## src/rtl/color_cmd_sequencer.sv

```systemverilog
// rtl/color_cmd_sequencer.sv - queued symbol/hold command sequencer feeding the Color FSM input
// Optional issue counter enabled by defining COLOR_CMD_SEQUENCER_STATS_EN.
module color_cmd_sequencer #(
    parameter int          DEPTH     = 4,
    parameter int          HOLD_W    = 4,
    parameter logic [1:0]  IDLE_CODE = 2'h2
) (
    input  logic              clk,
    input  logic              rst,
    input  logic              cmd_valid,
    input  logic [1:0]        cmd_data,
    input  logic [HOLD_W-1:0] cmd_hold,
    output logic              cmd_ready,
    input  logic              flush,
    output logic [1:0]        out,
`ifdef COLOR_CMD_SEQUENCER_STATS_EN
    output logic [15:0]       issued_count,
`endif
    output logic              busy
);

    localparam int AW = $clog2(DEPTH);
    localparam int EW = 2 + HOLD_W;
    localparam logic [AW:0]       PTR_ONE  = 1;
    localparam logic [AW:0]       FULL_XOR = {1'b1, {AW{1'b0}}};
    localparam logic [HOLD_W-1:0] CNT_ONE  = 1;

    typedef enum logic [1:0] {S_IDLE, S_ISSUE, S_HOLD} state_t;

    logic [EW-1:0]     mem_q [DEPTH];
    logic [AW:0]       wr_ptr_q, rd_ptr_q;
    state_t            state_q;
    logic [1:0]        out_q;
    logic [HOLD_W-1:0] cnt_q, cur_hold_q;

    logic              empty, full, push, pop;
    logic [1:0]        head_data;
    logic [HOLD_W-1:0] head_hold;

    assign empty     = (wr_ptr_q == rd_ptr_q);
    assign full      = ((wr_ptr_q ^ rd_ptr_q) == FULL_XOR);
    assign cmd_ready = rst && !full;
    assign push      = cmd_valid && cmd_ready && !flush;
    assign {head_data, head_hold} = mem_q[rd_ptr_q[AW-1:0]];

    // Every path that leaves a symbol slot pops when a command is waiting.
    always_comb begin
        pop = 1'b0;
        if (rst && !flush && !empty) begin
            case (state_q)
                S_IDLE:  pop = 1'b1;
                S_ISSUE: pop = (cur_hold_q == '0);
                S_HOLD:  pop = (cnt_q == CNT_ONE);
                default: pop = 1'b0;
            endcase
        end
    end

    always_ff @(posedge clk) begin
        if (push) begin
            mem_q[wr_ptr_q[AW-1:0]] <= {cmd_data, cmd_hold};
        end
    end

    always_ff @(posedge clk) begin
        if (!rst || flush) begin
            wr_ptr_q <= '0;
            rd_ptr_q <= '0;
        end else begin
            if (push) wr_ptr_q <= wr_ptr_q + PTR_ONE;
            if (pop)  rd_ptr_q <= rd_ptr_q + PTR_ONE;
        end
    end

    always_ff @(posedge clk) begin
        if (!rst || flush) begin
            state_q    <= S_IDLE;
            out_q      <= IDLE_CODE;
            cnt_q      <= '0;
            cur_hold_q <= '0;
        end else if (pop) begin
            state_q    <= S_ISSUE;
            out_q      <= head_data;
            cur_hold_q <= head_hold;
            cnt_q      <= '0;
        end else begin
            out_q <= IDLE_CODE;
            case (state_q)
                S_ISSUE: begin
                    if (cur_hold_q != '0) begin
                        cnt_q   <= cur_hold_q;
                        state_q <= S_HOLD;
                    end else begin
                        state_q <= S_IDLE;
                    end
                end
                S_HOLD: begin
                    cnt_q <= cnt_q - CNT_ONE;
                    if (cnt_q == CNT_ONE) state_q <= S_IDLE;
                end
                default: state_q <= S_IDLE;
            endcase
        end
    end

    assign out  = out_q;
    assign busy = !empty || (state_q != S_IDLE);

`ifdef COLOR_CMD_SEQUENCER_STATS_EN
    logic [15:0] issued_q;

    // Counts every cycle spent in ISSUE, including one cut short by flush.
    always_ff @(posedge clk) begin
        if (!rst) begin
            issued_q <= '0;
        end else if (state_q == S_ISSUE && issued_q != 16'hFFFF) begin
            issued_q <= issued_q + 16'd1;
        end
    end

    assign issued_count = issued_q;
`endif

endmodule

```

## config.mk

```make
export PLATFORM = sky130hd
export DESIGN_NAME = color_cmd_sequencer
export DESIGN_NICKNAME = d
export VERILOG_FILES = /design/src/rtl/color_cmd_sequencer.sv
export SDC_FILE = /design/constraint.sdc
export NUM_CORES = 1
export LEC_CHECK = 0
export CAP_MARGIN = 20
export CORE_UTILIZATION = 40
export CTS_BUF_LIST = sky130_fd_sc_hd__clkbuf_8
export CTS_CLUSTER_DIAMETER = 60
export DETAILED_ROUTE_END_ITERATION = 8
export PLACE_DENSITY = 0.56
export SYNTH_ARGS = -nofsm -noshare
export SYNTH_HDL_FRONTEND = slang
export SYNTH_SLANG_ARGS = --single-unit
```

## constraint.sdc

```tcl
create_clock -name clk -period 2.1 [get_ports clk]
set_clock_uncertainty 0.1 [all_clocks]
set_input_delay 0.63 -clock clk [delete_from_list [all_inputs] [get_ports clk]]
set_output_delay 0.63 -clock clk [all_outputs]
set_load 0.05 [all_outputs]
```

==> results of run 1 <==
cell families (layout without fill, tap and decap cells):
group,Yosys count,after routing
AO/OA/AOI/OAI,34,34
XOR/XNOR,7,7
adder cells (fa/ha/maj),7,7
buffers and inverters,13,44
flip-flops,44,44
multiplexers,8,8
AND/OR/NAND/NOR,37,37
worst reg2reg max path: stages (launching register included):
cell     delay, ns
dfxtp_1       0.35
inv_1         0.08
ha_1          0.17
or4b_1        0.50
o211a_4       0.20
or3_1         0.34
a21oi_1       0.17
per-layer routing:
layer | up-vias | GRT usage [%]
met1 | 593 | 20.0
met2 | 9 | 27.1
met4 | 0 | 4.00
li1 | 630 | -
met3 | 2 | 3.38
met5 | - | 0
layout by cell type, fill, tap and decap left out, types with 3 or more instances in the layout:
| master | synthesis | final |
|---|---|---|
| clkbuf_8 | 0 | 5 |
| dfxtp_1 | 20 | 16 |
| edfxtp_1 | 24 | 24 |
| buf_4 | 0 | 18 |
| a221oi_1 | 3 | 3 |
| inv_1 | 7 | 7 |
| and3_1 | 5 | 5 |
| xnor2_1 | 5 | 3 |
| nor2_1 | 8 | 8 |
| o21ai_0 | 6 | 6 |
| ha_1 | 7 | 7 |
| mux4_2 | 6 | 6 |
| clkdlybuf4s50_1 | 0 | 8 |
| nand3_1 | 7 | 7 |
| dfxtp_2 | 0 | 4 |
| a21oi_1 | 10 | 10 |
| nand2_1 | 5 | 5 |
through the flow:
step / util [%] / TNS, ns / hold slack [ns]
5_1_grt: 52.6 / -0.0685 / 0.467
2_1_floorplan: - / 0 / 0.365
3_3_place_gp: 49.6 / -2.84 / 0.398
4_1_cts: 52.4 / -0.0318 / 0.426
6_report: 52.6 / -0.0236 / 0.425
3_5_place_dp: 49.6 / -3.00 / 0.413
cell type report:
type / instances / area share (%)
clock buffer: 5 / 2.93
clock inverter: 3 / 1.12
inverter: 7 / 1.12
multi-input combinational: 93 / 33.2
sequential: 44 / 47.9
tap: 52 / 2.77
timing repair buffer: 29 / 11.0
power breakdown:
group | internal, mW | switching [mW] | leakage, nW | total [mW]
logic | 0.0831 | 0.0873 | 0.419 | 0.170
registers | 0.919 | 0.0105 | 0.380 | 0.929
clock network | 0.244 | 0.295 | 0.0491 | 0.539
worst max-delay path by stage:
stage / from / slack [ns] / endpoint
floorplan: wr_ptr_q[0]$_SDFFE_PP0P_ / 0.08 / busy
global placement: rst / -0.15 / cmd_ready
detailed placement: rst / -0.18 / cmd_ready
CTS: rd_ptr_q[2]$_SDFFE_PP0P_ / -0.03 / busy
global route: rd_ptr_q[2]$_SDFFE_PP0P_ / -0.07 / busy
finish: rd_ptr_q[2]$_SDFFE_PP0P_ / -0.02 / busy
sequential cells by signal (all words and copies together) (netlist names), named ones only:
name        count
mem_q          24
cnt_q           4
cur_hold_q      4
rd_ptr_q        3
wr_ptr_q        3
out             2
state_q         2
what timing repair did:
| item | 4_1_cts | 5_1_grt |
|---|---|---|
| pin swaps | 1 | 0 |
| setup endpoints to repair | 2 | 2 |
| gates resized for setup | 8 | 1 |
| buffers inserted | 2 | 0 |
| hold endpoints to repair | 0 | 0 |
==> flow_metrics.env, run 1 <==
export IMPL_drc=1
export IMPL_cts_inserted_buffers=5
export IMPL_port_buffers=13
export IMPL_first_global_vias=1327
export IMPL_critPathSlowestCell="dfxtp_2"
export IMPL_path_depth=4
export IMPL_hpwlAfterDp_um=2590
export IMPL_max_stage_delay_ns=0.33
export IMPL_synth_top_cell_area_share_pct=37.6
export IMPL_dp_cells=223
export IMPL_ios=14
export IMPL_wl_um=3380
export IMPL_synthDistinctLibCells=38
export IMPL_grt_start_max_net_pins=17
export IMPL_ctsHtreeMaxLevel=2
export IMPL_path_class="reg -> out"
export IMPL_violations="DRC, setup timing"
export IMPL_holdPathStages=2
export IMPL_drtIter0Drc=64
export IMPL_fin_cells=233
export IMPL_overflow=0
export IMPL_worstMarginPinSlew_ns=0.422
export IMPL_synth_top_family_by_area="compound AO/OA/AOI/OAI gates"
export IMPL_start_kind="flop"
export IMPL_wl_met1_um=1600
export IMPL_cellPowerDensity_nw_per_um2=697
export IMPL_wl_met2_um=1700
export IMPL_synth_nets=167
export IMPL_wl_per_cell_um=14.5
export IMPL_syn_area_per_cell_sq_um=12.8
export IMPL_via_per_inst=5.30
export IMPL_rsz0062_at_grt="yes"
export IMPL_top_layer="met4"
export IMPL_die_area_sq_um=5080
export IMPL_setup_viol=1
export IMPL_yosys_warnings=0
export IMPL_nets=197
export IMPL_ys_top_cells_by_count="edfxtp_1, dfxtp_1, a21oi_1, nor2_1"
export IMPL_crit_buf_inv=1
export IMPL_num_vias=1234
export IMPL_crit_fanout=2
export IMPL_track_usage_pct=15.6
export IMPL_synthArstFlopShare_pct=0
export IMPL_met3WireLength_um=56
export IMPL_gp_congestion=0.789
export IMPL_seq_area_sq_um=1130
export IMPL_synth_xor_xnor_area_share_pct=3.20
export IMPL_synth_simple_area_share_pct=10.6
export IMPL_slew_limit_headroom_pct=71.9
export IMPL_clk_pin_slew_ns=0.09
export IMPL_drv_cap=0
export IMPL_ys_seq_area_share_pct=58.4
export IMPL_clk_path_buf_depth=2
export IMPL_synthAdderAreaFrac_pct=4.57
export IMPL_r2r_start="cnt_q[1]$_SDFFE_PP0P_"
export IMPL_grt_antenna_before_repair=0
export IMPL_clk_latency_ns=0.29
export IMPL_ctsHoldBuffers=0
export IMPL_post_route_period_util_pct=101
export IMPL_hold_path_startpoint="cur_hold_q[0]$_SDFFE_PP0P_"
export IMPL_max_freq_ghz=0.471
export IMPL_setup_ws_ns=-0.0236
export IMPL_path_cells="xor2_1 -> nand3b_1 -> or2_4 -> buf_8"
export IMPL_diodes=0
export IMPL_initial_utilization_pct=42.9
export IMPL_ys_flop_type="edfxtp_1"
export IMPL_multi_input_area_sq_um=781
export IMPL_p_leak_nw=0.849
export IMPL_min_path_type="reg -> reg"
export IMPL_post_route_cell_area_sq_um=2350
export IMPL_dr_pass1_iters=6
export IMPL_ff2ff_setup_slack_ns=0.13
export IMPL_place_area_sq_um=2220
export IMPL_min_to="cur_hold_q[0]$_SDFFE_PP0P_"
export IMPL_yosysMostFrequentCell="edfxtp_1"
export IMPL_ant_nets=0
export IMPL_core_area_sq_um=4470
export IMPL_total_power_mw=1.64
export IMPL_required_ns=1.37
export IMPL_n_fill_cell=410
export IMPL_synthTopCellsByArea="edfxtp_1, dfxtp_1, mux4_2"
export IMPL_synth_edff_count=24
export IMPL_syn_inst=150
export IMPL_endpoint_kind="primary output"
export IMPL_syn2layout_area_growth_pct=22.6
export IMPL_reg2reg_to="rd_ptr_q[0]$_SDFFE_PP0P_"
export IMPL_cts_sinks=44
export IMPL_clock_root_buffer="clkbuf_8"
export IMPL_crit_family="simple AND/OR/NAND/NOR gates"
export IMPL_fp_row_count=24
export IMPL_syn_area_sq_um=1920
export IMPL_grt_pass1_wl_um=6130
export IMPL_cp_arrival_ns=1.39
export IMPL_die_y_um=71.2
export IMPL_synth_top_area_cell="edfxtp_1"
export IMPL_reg2reg_depth=6
export IMPL_cts_tree="done"
export IMPL_die_x_um=71.2
export IMPL_ir_drop_mv=0.483
export IMPL_hold_viol=0
export IMPL_period_needed_ns=2.12
export IMPL_finalMaxSlewViolations=0
export IMPL_drive_gt1_share_pct=26.5
export IMPL_ys_ff_latch=44
export IMPL_place_ws_ns=-0.177
export IMPL_synth_compound_area_share_pct=12.5
export IMPL_synth_area_mux_share_pct=8.15
export IMPL_status="finished with violations"
Note: power is estimated with default switching activity, not from simulation.
==> inputs of run 2 (changes only) <==
--- a/config.mk
+++ b/config.mk
@@ -6,11 +6,11 @@
 export NUM_CORES = 1
 export LEC_CHECK = 0
 export CAP_MARGIN = 20
-export CORE_UTILIZATION = 40
+export CORE_UTILIZATION = 55
 export CTS_BUF_LIST = sky130_fd_sc_hd__clkbuf_8
 export CTS_CLUSTER_DIAMETER = 60
 export DETAILED_ROUTE_END_ITERATION = 8
-export PLACE_DENSITY = 0.56
+export PLACE_DENSITY = 0.74
 export SYNTH_ARGS = -nofsm -noshare
 export SYNTH_HDL_FRONTEND = slang
 export SYNTH_SLANG_ARGS = --single-unit
==> run 2 against run 1 <==
  * The run ends with setup timing left
  * Die area shrank 27%
  * Via count grew 2.8%
  * Register-to-register slack lost 0.03 ns
  * Final cell count shrank 2.1%
  * Sequential share of layout area shrank 0.43 points
  * Sequential power is essentially flat
  * Critical path type unchanged
  * Largest cell class unchanged
  * Highest routed layer unchanged
==> flow_metrics.env, run 2 (synthesis results as in run 1) <==
export IMPL_status="finished with violations"
export IMPL_violations="setup timing"
export IMPL_fin_cells=228
export IMPL_wl_per_cell_um=14.1
export IMPL_seq_area_sq_um=1130
export IMPL_drv_cap=0
export IMPL_required_ns=1.37
export IMPL_dr_pass1_iters=4
export IMPL_dp_cells=217
export IMPL_cts_tree="done"
export IMPL_reg2reg_depth=5
export IMPL_fin_hold_ws_ns=0.409
export IMPL_rsz0062_at_grt="yes"
export IMPL_ant_nets=0
export IMPL_finalMaxSlewViolations=0
export IMPL_min_path_type="reg -> reg"
export IMPL_drtIter0Drc=100
export IMPL_diodes=0
export IMPL_die_y_um=61.1
export IMPL_start_kind="flop"
export IMPL_grt_pass1_wl_um=5410
export IMPL_clk_pin_slew_ns=0.08
export IMPL_wl_um=3220
export IMPL_endpoint_kind="primary output"
export IMPL_worstMarginPinSlew_ns=0.385
export IMPL_path_class="reg -> out"
export IMPL_multi_input_area_sq_um=783
export IMPL_gp_congestion=0.798
export IMPL_place_ws_ns=-0.170
export IMPL_hold_viol=0
export IMPL_ir_drop_mv=0.513
export IMPL_clk_path_buf_depth=2
export IMPL_syn2layout_area_growth_pct=23.9
export IMPL_fp_row_count=21
export IMPL_setup_viol=1
export IMPL_period_needed_ns=2.11
export IMPL_cts_inserted_buffers=5
export IMPL_initial_utilization_pct=57.5
export IMPL_num_vias=1268
export IMPL_cellPowerDensity_nw_per_um2=737
export IMPL_ios=14
export IMPL_track_usage_pct=20.9
export IMPL_overflow=0
export IMPL_crit_fanout=5
export IMPL_mostFrequentLayoutCells="edfxtp_1, buf_4, dfxtp_1, a21oi_1, clkdlybuf4s50_1"
export IMPL_cp_arrival_ns=1.38
export IMPL_first_global_vias=1203
export IMPL_clk_latency_ns=0.30
export IMPL_die_area_sq_um=3730
export IMPL_grt_start_max_net_pins=16
export IMPL_post_route_period_util_pct=101
export IMPL_drive_gt1_share_pct=28.6
export IMPL_slew_limit_headroom_pct=74.3
export IMPL_hpwlAfterDp_um=2440
export IMPL_n_fill_cell=265
export IMPL_grt_antenna_before_repair=0
export IMPL_clock_root_buffer="clkbuf_8"
export IMPL_core_area_sq_um=3340
export IMPL_port_buffers=13
export IMPL_cts_sinks=44
export IMPL_ctsHtreeMaxLevel=2
export IMPL_p_leak_nw=0.858
export IMPL_via_per_inst=5.56
export IMPL_max_freq_ghz=0.474
export IMPL_nets=198
export IMPL_drc=0
export IMPL_holdPathStages=2
export IMPL_die_x_um=61.1
export IMPL_setup_ws_ns=-0.0119
export IMPL_largest_reg_flops=24
export IMPL_mostFrequentLayoutCell="edfxtp_1"
[run 2: cell count changes in the layout (fill, tap and decap cells not counted), sizes merged]
cell and change:
buf +1, bufinv +1, clkinv -1, clkinvlp +1, inv -1
[run 2: worst max-delay path, cell delays in order (launching register included)]
cell and delay, ns:
dfxtp_2 0.35, or2_2 0.32, or2_4 0.27, buf_8 0.15
[run 2: power breakdown]
part | internal [mW] | switching [mW]
combinational | 0.0863 | 0.0859
sequential | 0.919 | 0.0114
clock | 0.358 | 0.290
total | 1.36 | 0.387
[run 2: final cells by class]
class / count / share of cell area, %
clock buffers: 5 / 2.90
clock inverters: 3 / 1.95
flip-flops and latches: 44 / 47.4
repair buffers: 30 / 11.2
inverters: 7 / 1.11
well taps: 46 / 2.42
multi-input cells: 93 / 33.0
[run 2: worst paths after layout]
path                                 to  slack [ns]                        from
max                                busy       -0.01     state_q[0]$_SDFFE_PP0P_
min          cur_hold_q[2]$_SDFFE_PP0P_        0.41  cur_hold_q[2]$_SDFFE_PP0P_
max reg2reg    rd_ptr_q[0]$_SDFFE_PP0P_        0.10       cnt_q[0]$_SDFFE_PP0P_
min reg2reg  cur_hold_q[2]$_SDFFE_PP0P_        0.41  cur_hold_q[2]$_SDFFE_PP0P_
[run 2: layer usage]
layer | share of wire [%] | vias up | GRT usage (%)
met5 | 0 | - | 0
met4 | 0.84 | 0 | 6.82
met3 | 2.9 | 4 | 6.30
met2 | 53 | 17 | 34.9
met1 | 43 | 615 | 26.0
li1 | - | 632 | -
[run 2: what timing repair did]
action / CTS / global route
endpoints found under the setup margin: 2 / 3
pin swaps: 1 / 0
hold buffers: 0 / 0
buffers inserted: 2 / 1
resized for setup: 10 / 2
[run 2: through the flow]
step | power (mW) | utilization [%] | setup TNS, ns | instance area [sq um]
after floorplan | 1.04 | - | 0 | 1940
after global placement | 1.10 | 66.3 | -2.32 | 2210
after detailed placement | 1.11 | 66.3 | -3.24 | 2210
after CTS | 1.77 | 70.9 | -0.0269 | 2360
after global routing | 1.82 | 71.2 | -0.0652 | 2380
final | 1.75 | 71.2 | -0.0119 | 2380
==> inputs of run 3 (changes only) <==
--- a/config.mk
+++ b/config.mk
@@ -10,6 +10,7 @@
 export CTS_BUF_LIST = sky130_fd_sc_hd__clkbuf_8
 export CTS_CLUSTER_DIAMETER = 60
 export DETAILED_ROUTE_END_ITERATION = 8
+export GPL_TIMING_DRIVEN = 0
 export PLACE_DENSITY = 0.74
 export SYNTH_ARGS = -nofsm -noshare
 export SYNTH_HDL_FRONTEND = slang
==> run 3 against run 2 <==
  * The flow still finishes with violations (setup timing)
  * Worst hold slack better by 0.017 ns
  * Sequential power hardly changed
  * Worst setup slack worse by 0.060 ns
  * Maximum frequency is 2.8% lower
  * Power is 2.2% lower
  * Final area is 1.9% lower
==> flow_metrics.env, run 3 (synthesis results as in run 1) <==
export IMPL_ios=14
export IMPL_clock_root_buffer="clkbuf_8"
export IMPL_clk_path_buf_depth=2
export IMPL_critPathSlowestCell="dfxtp_4"
export IMPL_ant_nets=0
export IMPL_max_stage_delay_ns=0.38
export IMPL_ctsHoldBuffers=0
export IMPL_post_route_cell_area_sq_um=2330
export IMPL_hpwlAfterDp_um=2310
export IMPL_track_usage_pct=22.0
export IMPL_period_needed_ns=2.17
export IMPL_core_area_sq_um=3340
export IMPL_grt_start_max_net_pins=14
export IMPL_hold_viol=0
export IMPL_total_power_mw=1.71
export IMPL_grt_pass1_wl_um=5680
export IMPL_postLayoutCoreUtil_pct=69.9
export IMPL_place_ws_ns=-0.744
export IMPL_drtIter0Drc=127
export IMPL_syn2layout_area_growth_pct=21.5
export IMPL_clk_pin_slew_ns=0.08
export IMPL_rsz0062_at_grt="yes"
export IMPL_ff2ff_setup_slack_ns=0.06
export IMPL_crit_fanout=4
export IMPL_fp_row_count=21
export IMPL_diodes=0
export IMPL_die_area_sq_um=3730
export IMPL_mostFrequentLayoutCells="edfxtp_1, dfxtp_1, a21oi_1, nor2_1, clkdlybuf4s50_1"
export IMPL_port_buffers=13
export IMPL_drc=0
export IMPL_ir_drop_mv=0.484
export IMPL_overflow=0
export IMPL_cellPowerDensity_nw_per_um2=735
export IMPL_n_fill_cell=250
export IMPL_wl_per_cell_um=15.6
export IMPL_drive_gt1_share_pct=23.4
export IMPL_start_kind="flop"
export IMPL_place_area_sq_um=2130
export IMPL_gp_congestion=0.851
export IMPL_setup_ws_ns=-0.0720
export IMPL_post_route_period_util_pct=103
export IMPL_hold_path_startpoint="cur_hold_q[3]$_SDFFE_PP0P_"
export IMPL_required_ns=1.37
export IMPL_num_vias=1281
export IMPL_cts_inserted_buffers=5
export IMPL_clk_latency_ns=0.30
export IMPL_via_per_inst=5.80
export IMPL_grt_antenna_before_repair=0
export IMPL_wl_um=3450
export IMPL_path_cells="xor2_4 -> nand3b_1 -> or2_4 -> buf_8"
export IMPL_mostFrequentLayoutCell="edfxtp_1"
export IMPL_status="finished with violations"
export IMPL_max_freq_ghz=0.460
export IMPL_slew_limit_headroom_pct=67.2
export IMPL_die_y_um=61.1
export IMPL_fin_tns_setup_ns=-0.0722
export IMPL_nets=191
export IMPL_ctsHtreeMaxLevel=2
export IMPL_cts_sinks=44
export IMPL_largest_reg_flops=24
export IMPL_initial_utilization_pct=57.5
export IMPL_min_path_type="reg -> reg"
export IMPL_endpoint_kind="primary output"
export IMPL_r2r_start="cnt_q[0]$_SDFFE_PP0P_"
export IMPL_violations="setup timing"
export IMPL_crit_buf_inv=1
export IMPL_setup_viol=2
export IMPL_drv_cap=0
export IMPL_cp_arrival_ns=1.44
export IMPL_finalMaxSlewViolations=0
export IMPL_die_x_um=61.1
export IMPL_worstMarginPinSlew_ns=0.494
export IMPL_path_class="reg -> out"
export IMPL_p_leak_nw=0.802
export IMPL_crit_family="simple AND/OR/NAND/NOR gates"
export IMPL_dr_pass1_iters=4
export IMPL_startpoint="wr_ptr_q[2]$_SDFFE_PP0P_"
export IMPL_first_global_vias=1216
export IMPL_cts_tree="done"
[run 3: changes by cell type in the layout (fill, tap and decap cells not counted), moves of 2 or more]
cell | before | now
buf_4 | 19 | 4
clkbuf_1 | 0 | 4
dfxtp_2 | 5 | 2
dfxtp_4 | 0 | 2
and3_1 | 5 | 1
dlygate4sd2_1 | 1 | 3
and3_2 | 0 | 4
[run 3: stage by stage]
stage	hold WS, ns	instances
final	0.426	221
after floorplan	0.365	150
after CTS	0.414	220
after global routing	0.463	221
after global placement	0.390	209
after detailed placement	0.403	209
[run 3: timing repair]
| action | CTS | global route |
|---|---|---|
| resized for setup | 30 | 7 |
| pin swaps | 3 | 2 |
| setup endpoints to repair | 28 | 32 |
| setup buffers | 3 | 1 |
[run 3: layout make-up]
class | count | area (sq um) | area share, %
repair buffers | 17 | 163 | 6.98
clock inverters | 3 | 38.8 | 1.66
flip-flops and latches | 44 | 1130 | 48.5
plain buffers | 6 | 23.8 | 1.02
well taps | 46 | 57.6 | 2.47
multi-input cells | 93 | 822 | 35.3
inverters | 7 | 26.3 | 1.13
clock buffers | 5 | 68.8 | 2.95
[run 3: per-layer routing]
layer,GRT usage (%),routed length [um],up-vias,part of all wire (%)
li1,-,-,615,-
met1,27.3,1470,631,43
met2,37.0,1770,29,51
met3,6.09,147,6,4.3
met4,8.12,60,0,1.7
met5,0,0,-,0
[run 3: worst paths after layout]
kind,to,depth (start not counted)
worst max-delay path,busy,4
worst min-delay path,cur_hold_q[3]$_SDFFE_PP0P_,2
worst max register to register,out[1]$_SDFF_PP1_,5
worst min register to register,cur_hold_q[3]$_SDFFE_PP0P_,2
[run 3: worst reg2reg max path: stages (launching register included)]
cell      delay (ns)
dfxtp_1         0.44
ha_1            0.20
or4b_1          0.51
o211ai_2        0.20
nand2_1         0.13
or3_1           0.35
[run 3: where the power goes]
part	total, mW	switching [mW]	internal, mW
Clock	0.622	0.275	0.347
Combinational	0.163	0.0878	0.0750
Sequential	0.928	0.0111	0.916
Total	1.71	0.374	1.34
